**src/rtl/regbank_pkg.sv**
```systemverilog
// regbank_pkg: shared register-bank constants and dump sequencer states
package regbank_pkg;
  localparam int NREGS = 32;
  localparam int AW = 5;
  localparam int DW = 32;
  typedef enum logic [2:0] {IDLE, FETCH, SEND0, SEND1, SUM} dump_state_e;
endpackage

```
**src/rtl/regbank_dump.sv**
```systemverilog
// regbank_dump: streams a register range out of the bank two reads at a time, then an XOR checksum word
module regbank_dump
  import regbank_pkg::*;
(
  input  logic          clk,
  input  logic          reset,
  input  logic          start,
  input  logic [AW-1:0] first,
  input  logic [AW-1:0] last,
  input  logic          abort,
  output logic [AW-1:0] sr1,
  output logic [AW-1:0] sr2,
  input  logic [DW-1:0] rdData1,
  input  logic [DW-1:0] rdData2,
  output logic          out_valid,
  input  logic          out_ready,
  output logic [DW-1:0] out_data,
  output logic [AW-1:0] out_addr,
  output logic          out_last,
  output logic          busy,
  output logic          done
);
  dump_state_e state, state_n;
  logic [AW-1:0] ptr, ptr_n, end_ptr, end_n, addr_n;
  logic [DW-1:0] buf0, buf0_n, buf1, buf1_n, chk, chk_n, data_n;
  logic have1, have1_n, done_n;
  assign sr1 = ptr;
  assign sr2 = ptr + AW'(1);
  // In SEND*/SUM out_valid is high, so out_ready alone marks a handshake
  always_comb begin
    state_n = state;
    ptr_n = ptr;
    end_n = end_ptr;
    buf0_n = buf0;
    buf1_n = buf1;
    chk_n = chk;
    have1_n = have1;
    done_n = 1'b0;
    if (abort && state != IDLE) state_n = IDLE;
    else case (state)
      IDLE: if (start) begin
        if (first <= last) begin
          state_n = FETCH;
          ptr_n = first;
          end_n = last;
          chk_n = '0;
        end else done_n = 1'b1;
      end
      FETCH: begin
        buf0_n = rdData1;
        buf1_n = rdData2;
        have1_n = ptr != end_ptr;
        state_n = SEND0;
      end
      SEND0: if (out_ready) begin
        chk_n = chk ^ buf0;
        state_n = have1 ? SEND1 : SUM;
      end
      SEND1: if (out_ready) begin
        chk_n = chk ^ buf1;
        if (ptr + AW'(1) == end_ptr) state_n = SUM;
        else begin
          ptr_n = ptr + AW'(2);
          state_n = FETCH;
        end
      end
      default: if (out_ready) begin
        state_n = IDLE;
        done_n = 1'b1;
      end
    endcase
    data_n = state_n == SEND0 ? buf0_n : state_n == SEND1 ? buf1_n : state_n == SUM ? chk_n : '0;
    addr_n = state_n == SEND0 ? ptr_n : state_n == SEND1 ? ptr_n + AW'(1) : state_n == SUM ? end_n : '0;
  end
  always_ff @(posedge clk) begin
    if (!reset) begin
      state <= IDLE;
      ptr <= '0;
      end_ptr <= '0;
      buf0 <= '0;
      buf1 <= '0;
      chk <= '0;
      have1 <= 1'b0;
      out_valid <= 1'b0;
      out_last <= 1'b0;
      out_data <= '0;
      out_addr <= '0;
      busy <= 1'b0;
      done <= 1'b0;
    end else begin
      state <= state_n;
      ptr <= ptr_n;
      end_ptr <= end_n;
      buf0 <= buf0_n;
      buf1 <= buf1_n;
      chk <= chk_n;
      have1 <= have1_n;
      out_valid <= state_n inside {SEND0, SEND1, SUM};
      out_last <= state_n == SUM;
      out_data <= data_n;
      out_addr <= addr_n;
      busy <= state_n != IDLE;
      done <= done_n;
    end
  end
endmodule

```
**config.mk**
```make
export PLATFORM = sky130hd
export DESIGN_NAME = regbank_dump
export DESIGN_NICKNAME = d
export VERILOG_FILES = /design/src/rtl/regbank_pkg.sv /design/src/rtl/regbank_dump.sv
export SDC_FILE = /design/constraint.sdc
export NUM_CORES = 1
export LEC_CHECK = 0
export ABC_CLOCK_PERIOD_IN_PS = 3730
export CORE_UTILIZATION = 26
export CTS_BUF_LIST = sky130_fd_sc_hd__clkbuf_8 sky130_fd_sc_hd__clkbuf_16
export CTS_CLUSTER_DIAMETER = 200
export DETAILED_ROUTE_END_ITERATION = 10
export PLACE_DENSITY_LB_ADDON = 0.1
export SYNTH_ARGS = -nofsm -noshare
export SYNTH_HDL_FRONTEND = slang
export SYNTH_SLANG_ARGS = --single-unit
```
**constraint.sdc**
```tcl
create_clock -name clk -period 3.73 [get_ports clk]
set_input_delay 0.5595 -clock clk [delete_from_list [all_inputs] [get_ports clk]]
set_output_delay 0.5595 -clock clk [all_outputs]
set_load 0.05 [all_outputs]
```
### After elaboration in Yosys (flattened, before gate mapping)

Index checks and enable logic that the tools add are counted.

| operators by class | value |
|---|---|
| reduce and logical (&&, ||, !) cells | 8 |
| mux-type cells | 39 |
| shifts and indexed selects | 0 |
| divide/modulo/power cells | 0 |
| bitwise operators | 4 |
| add/sub/neg operators | 3 |
| magnitude comparators | 1 |
| multipliers | 0 |
| equal/unequal tests | 8 |

Operators with widths:

| kind | number |
|---|---|
| 2-to-1 mux 32 bit | 12 |
| case mux 32 bit (3 select lines) | 1 |
| bitwise XOR 32 bit | 2 |
| 2-to-1 mux 5 bit | 12 |
| 2-to-1 mux 3 bit | 8 |
| equality test 3 x 2 -> 1 bit, second input constant | 4 |
| case mux 3 bit (4 select lines) | 1 |
| adder 5 x 1 -> 5 bit, second input constant | 2 |
| case mux 5 bit (2 select lines) | 1 |
| nonzero test 3 bit | 3 |
| adder 5 x 2 -> 5 bit, second input constant | 1 |
| equality test 5 bit | 1 |
| less-or-equal comparator 5 bit | 1 |
| inequality test 5 bit | 1 |
| equality test 3 x 1 -> 1 bit, second input constant | 1 |
| equality test 3 bit, second input constant | 1 |
| logical NOT 3 bit | 1 |
| 2-to-1 mux 1 bit | 3 |
| OR reduction 3 bit | 1 |
| NOT 1 bit | 2 |
| case mux 1 bit (2 select lines) | 1 |
| AND reduction 2 bit | 1 |
| OR reduction 2 bit | 1 |
| logical AND 1 bit | 1 |

| storage, ports and cells | value |
|---|---|
| RAM bits | 0 |
| register bits after elaboration | 151 |
| memories | 0 |
| latch bits | 0 |
| memory bits (read-only) | 0 |
| output and inout bits | 51 |

### Depth between registers and ports, before layout

| depth | value |
|---|---|
| depth in word-level cells | 10 |
| mapped depth | 13 |
| depth with buffers taken out | 13 |

### Worst setup path after synthesis

Ideal clock, no wire load.

| timing path | value |
|---|---|
| path type | reg2reg |
| from | reg ptr[1], in the netlist sr1[1] |
| to | reg out_addr[1] |
| arrival time | 3.377 ns |
| stages on the path, launching flop included | 13 |
| path slack | 0.219 ns |
| buffers on the path | 0 |
| library setup time | 0.134 ns |
| required time | 3.596 ns |
| period minus slack after synthesis | 3.511 ns |
| cell sequence | dfxtp_1 -> ha_1 -> xor2_1 -> a221o_1 -> a2111oi_4 -> nor2_1 -> and3_1 -> a221oi_1 -> inv_1 -> ha_1 -> nand2b_1 -> o211ai_1 -> a21oi_1 |

RTL lines:

| what | RTL line | source |
|---|---|---|
| start, declared | regbank_dump.sv:24 | `logic [AW-1:0] ptr, ptr_n, end_ptr, end_n, addr_n;` |
| start signal, assigned | regbank_dump.sv:92 | `ptr <= ptr_n;` |
| adder 5 x 1 -> 5 bit * | n/a |  |
| net sr2[1] | regbank_dump.sv:12 | `output logic [AW-1:0] sr2,` |
| equality test 5 bit * | regbank_dump.sv:61 | `if (ptr + AW'(1) == end_ptr) state_n = SUM;` |
| 2-to-1 mux 5 bit * | regbank_dump.sv:61 |  |
| 2-to-1 mux 5 bit * | regbank_dump.sv:59 | `SEND1: if (out_ready) begin` |
| case mux 5 bit (2 select lines) * | regbank_dump.sv:40 | `else case (state)` |
| 2-to-1 mux 5 bit * | regbank_dump.sv:39 | `if (abort && state != IDLE) state_n = IDLE;` |
| net ptr_n[1] | regbank_dump.sv:24 |  |
| adder 5 x 1 -> 5 bit | regbank_dump.sv:73 | `addr_n = state_n == SEND0 ? ptr_n : state_n == SEND1 ? ptr_n + AW'(1) : state_n == SUM ? end_n : '0;` |
| 2-to-1 mux 5 bit | regbank_dump.sv:73 |  |
| 2-to-1 mux 5 bit * | regbank_dump.sv:73 |  |
| end signal, assigned | regbank_dump.sv:101 | `out_addr <= addr_n;` |
| end, declared | regbank_dump.sv:18 | `output logic [AW-1:0] out_addr,` |

Mark *: on every way through the listed nets, which the timed path passes. The rest lies on a longest branch.
A chain may end at the register's enable or synchronous reset.

### Worst setup path after layout

| timing path | value |
|---|---|
| from | in last[3] |
| to | reg out_addr[2] |

RTL lines:

| what | RTL line | source |
|---|---|---|
| start, declared | regbank_dump.sv:9 | `input logic [AW-1:0] last,` |
| less-or-equal comparator 5 bit | regbank_dump.sv:42 | `if (first <= last) begin` |
| 2-to-1 mux 5 bit | regbank_dump.sv:42 |  |
| 2-to-1 mux 5 bit | regbank_dump.sv:41 | `IDLE: if (start) begin` |
| case mux 5 bit (2 select lines) | regbank_dump.sv:40 |  |
| 2-to-1 mux 5 bit | regbank_dump.sv:39 |  |
| net ptr_n[1] | regbank_dump.sv:24 |  |
| adder 5 x 1 -> 5 bit | regbank_dump.sv:73 |  |
| 2-to-1 mux 5 bit (2 in series) | regbank_dump.sv:73 |  |

The timed path passes the listed nets, and every way through them passes these cells.

==> metrics.txt <==
result of the run finished clean; top library cells by usage in the layout, fill and taps aside dfxtp_1, clkdlybuf4s50_1, a21oi_1, nand2_1, o31ai_1; vias post-DR 6449; Logic pwr share 0.147; starting density of the core 0.265; clock root buffer clkbuf_16; worst-path cell chain clkdlybuf4s50_1 > inv_1 > ha_1 > a21o_1 > a21oi_1 > a32oi_1 > a221o_1 > a211o_1 > a221oi_1 > inv_1 > ha_1 > nand2_1 > o21ai_0 > a211oi_2; number of resized instances in the post-cts repair step 0; Worst Path Arrival 3.61 ns; element type at the critical path end register; end point of the most critical hold path buf0[31]; number of global-route vias before repair 6394; initial antenna violation count 0; buffers and inverters on the worst path 3; actual slew at the worst max-slew pin 0.823 ns; total number of clock tree sinks 151; EDFF count, synth 0; period utilization 0.878; number of instances on the worst hold path 2; count of synthesis-stage warnings from yosys 0; flip-flop and latch count after synthesis 151; Clock Tree Buf Depth 2; signed area change from the synthesized netlist to the final layout 35.8%; commonest non-fill, non-tap cell in the layout dfxtp_1; area share of fa/ha/maj cells after synthesis 0.0140; antenna fix cells 0; capture instance of the worst register-to-register path out_addr[2]; total of endpoints with negative setup slack in the final report 0; part of the Yosys area used for sequential elements 0.423; Worst slew margin 0.449; mean post-synth cell area 8.91 um2; chip height 168 um; first-pass GRT wire length 37400 um; family with the most delay on the worst path compound AO/OA/AOI/OAI gates; final setup TNS 0 ns; DP HPWL 15800 um; clock input transition at the sequential cells of the worst setup and hold paths 0.06 ns; asr flop ratio synth 0; overall die area 0.0281 mm2; sum of internal, switching and leakage power 0.00436 W; sw frac 0.257; standard cell core area 0.0270 mm2; CP max stage cell clkdlybuf4s50_1; proportion of layout cells with a drive suffix above 1 0.143; type of the worst setup path in2reg; xor/xnor share of the synthesized area 0.0110; worst-case reg-to-reg path depth 10; CTS HTree Levels 4; required time at the endpoint of the critical path 4.07 ns; number of buffers inserted to repair setup after CTS 0; number of vias per cell 5.06; nets@finish 1010; Routed WL 23900 um; worst stage delay on the critical path 0.48 ns; clock network latency to the later pin of the worst-skew pair 0.42 ns; number of buffers inserted by port buffering 129; post-synthesis cell type count 54; DRC 0; total nets after synthesis 889; PwrDens 449 mW/mm2; combinational family with the most area after synthesis compound AO/OA/AOI/OAI gates; number of maximum-capacitance constraint violations 0; worst-case vdd ir drop 0.269 mV; synthesized cell area 0.00714 mm2; total leakage power 3.37 nW; complex-gate fraction of the synthesized area 0.316; r2r startpoint sr1[1]; clock share of power 0.464; Cells after Synth 802; prevailing post-synth register cell dfxtp_1; r2r setup slk 0.54 ns; type of the most critical hold path reg2reg; Pre-antenna DRT Iters 5; power share of the sequential group 0.389; TritonCTS buffer count 17; number of hold buffers added after CTS 0; number of placement rows 60; weighted congestion reported at the end of routability-driven placement 0.802; Die Wd 168 um; setup repair after global routing missed its margin false; final core utilization 0.360; Wirelength per Cell 18.7 um; global route total overflow 0; Final Hold Viols 0; number of slew-limit violations in the final report 0; maximum number of pins on one net before global-route repair 42; Worst setup SP type primary input; combined global-route utilization of all metal layers 0.172; NetSw 0.00112 W; minimum clock period after layout 3.27 ns; Post-Route Hold Slack 0.499 ns; clock tree from TritonCTS yes; maximum clock skew at final layout 0.0137 ns; antenna violation net count after detailed routing 0; drt first-iter violations 330; maximum fanout count along the critical path 4; simple-gate share of the synthesized area 0.135; multiplexer area fraction after synthesis 0.0506; design internal power 0.00324 W; number of top-level pins 130; Highest Clock Rate 306 MHz; hold path startpoint buf0[31]
[layout make-up]
class | instances | area [um2]
fill | 2747 | 17300
multi-input combinational | 565 | 3820
sequential | 151 | 3020
timing repair buffer | 173 | 1690
tap | 341 | 427
clock buffer | 17 | 425
clock inverter | 13 | 251
inverter | 15 | 58.8
[through the flow]
| stage | std cells | area (um2) | setup slack (ns) |
|---|---|---|---|
| 5_1_grt | 1275 | 9700 | 0.215 |
| 6_report | 1275 | 9700 | 0.457 |
| 2_1_floorplan | 802 | 7140 | 0.219 |
| 3_3_place_gp | 1245 | 9020 | 0.0704 |
| 4_1_cts | 1275 | 9700 | 0.471 |
| 3_5_place_dp | 1245 | 9020 | 0.0509 |
[synthesized netlist by cell type (all sizes together), types with 2 or more instances]
cell type | number | share of area
nand3 | 3 | 0.0021
buf | 14 | 0.012
nor2b | 5 | 0.0044
nor2 | 49 | 0.026
xor2 | 7 | 0.0086
a211oi | 3 | 0.0039
nand3b | 2 | 0.0021
a21o | 2 | 0.0021
a311oi | 32 | 0.057
nand2 | 80 | 0.042
o31ai | 66 | 0.069
and3 | 4 | 0.0035
clkbuf | 57 | 0.030
mux2i | 35 | 0.049
o22ai | 32 | 0.028
or3 | 2 | 0.0018
and2 | 35 | 0.031
a21oi | 110 | 0.088
a2111oi | 2 | 0.0060
a221o | 2 | 0.0028
o21ai | 6 | 0.0042
a2bb2oi | 2 | 0.0025
nand2b | 8 | 0.0070
dfxtp | 151 | 0.42
or2 | 3 | 0.0026
o21a | 5 | 0.0053
xnor2 | 2 | 0.0025
nor3 | 6 | 0.0042
a31oi | 2 | 0.0018
a22oi | 32 | 0.034
nand4 | 2 | 0.0018
ha | 8 | 0.014
nor4 | 5 | 0.0044
inv | 15 | 0.0079
[sequential cells by signal, summed over array words and instances (netlist names), 3 cells and up]
| register | count |
|---|---|
| buf0 | 32 |
| out_data | 32 |
| end_ptr | 5 |
| sr1 | 5 |
| buf1 | 32 |
| chk | 32 |
| out_addr | 5 |
| state | 3 |
[cells by family after synthesis]
| kind of cell | count (synthesis) |
|---|---|
| compound gates | 306 |
| xor+xnor | 9 |
| fa+ha+maj | 8 |
| buf+inv | 86 |
| flops | 151 |
| mux | 36 |
| simple gates | 206 |
[routing by layer]
metal,track usage,wire [um]
met5,0,0
met1,0.231,11500
met4,0.0459,232
met3,0.0321,983
met2,0.282,11200
[power by group through the flow]
stage	Clock (W)	Sequential, W	Combinational [W]
finish	0.00202	0.00169	0.000642
global route	0.00213	0.00170	0.000692
CTS	0.00208	0.00169	0.000650
detailed placement	0	0.00173	0.000646
global placement	0	0.00173	0.000650
floorplan	0	0.00177	0.000298
[worst max path at each step]
stage / startpoint / endpoint / slack (ns) / cells past startpoint
final: last[3] / out_addr[2] / 0.46 / 14
after global placement: first[3] / out_addr[1] / 0.07 / 13
after floorplan: sr1[1] / out_addr[1] / 0.22 / 12
after detailed placement: last[4] / out_addr[1] / 0.05 / 14
after global routing: last[4] / out_addr[1] / 0.21 / 14
after CTS: last[3] / out_addr[1] / 0.47 / 14
[tightest hold or removal path: cells and delay by family (launching register included)]
kind,cells,cell delay [ns]
AO/OA/AOI/OAI,1,0.06
flip-flops,1,0.32
AND/OR/NAND/NOR,1,0.07
Power figures use the tool's default switching activity.
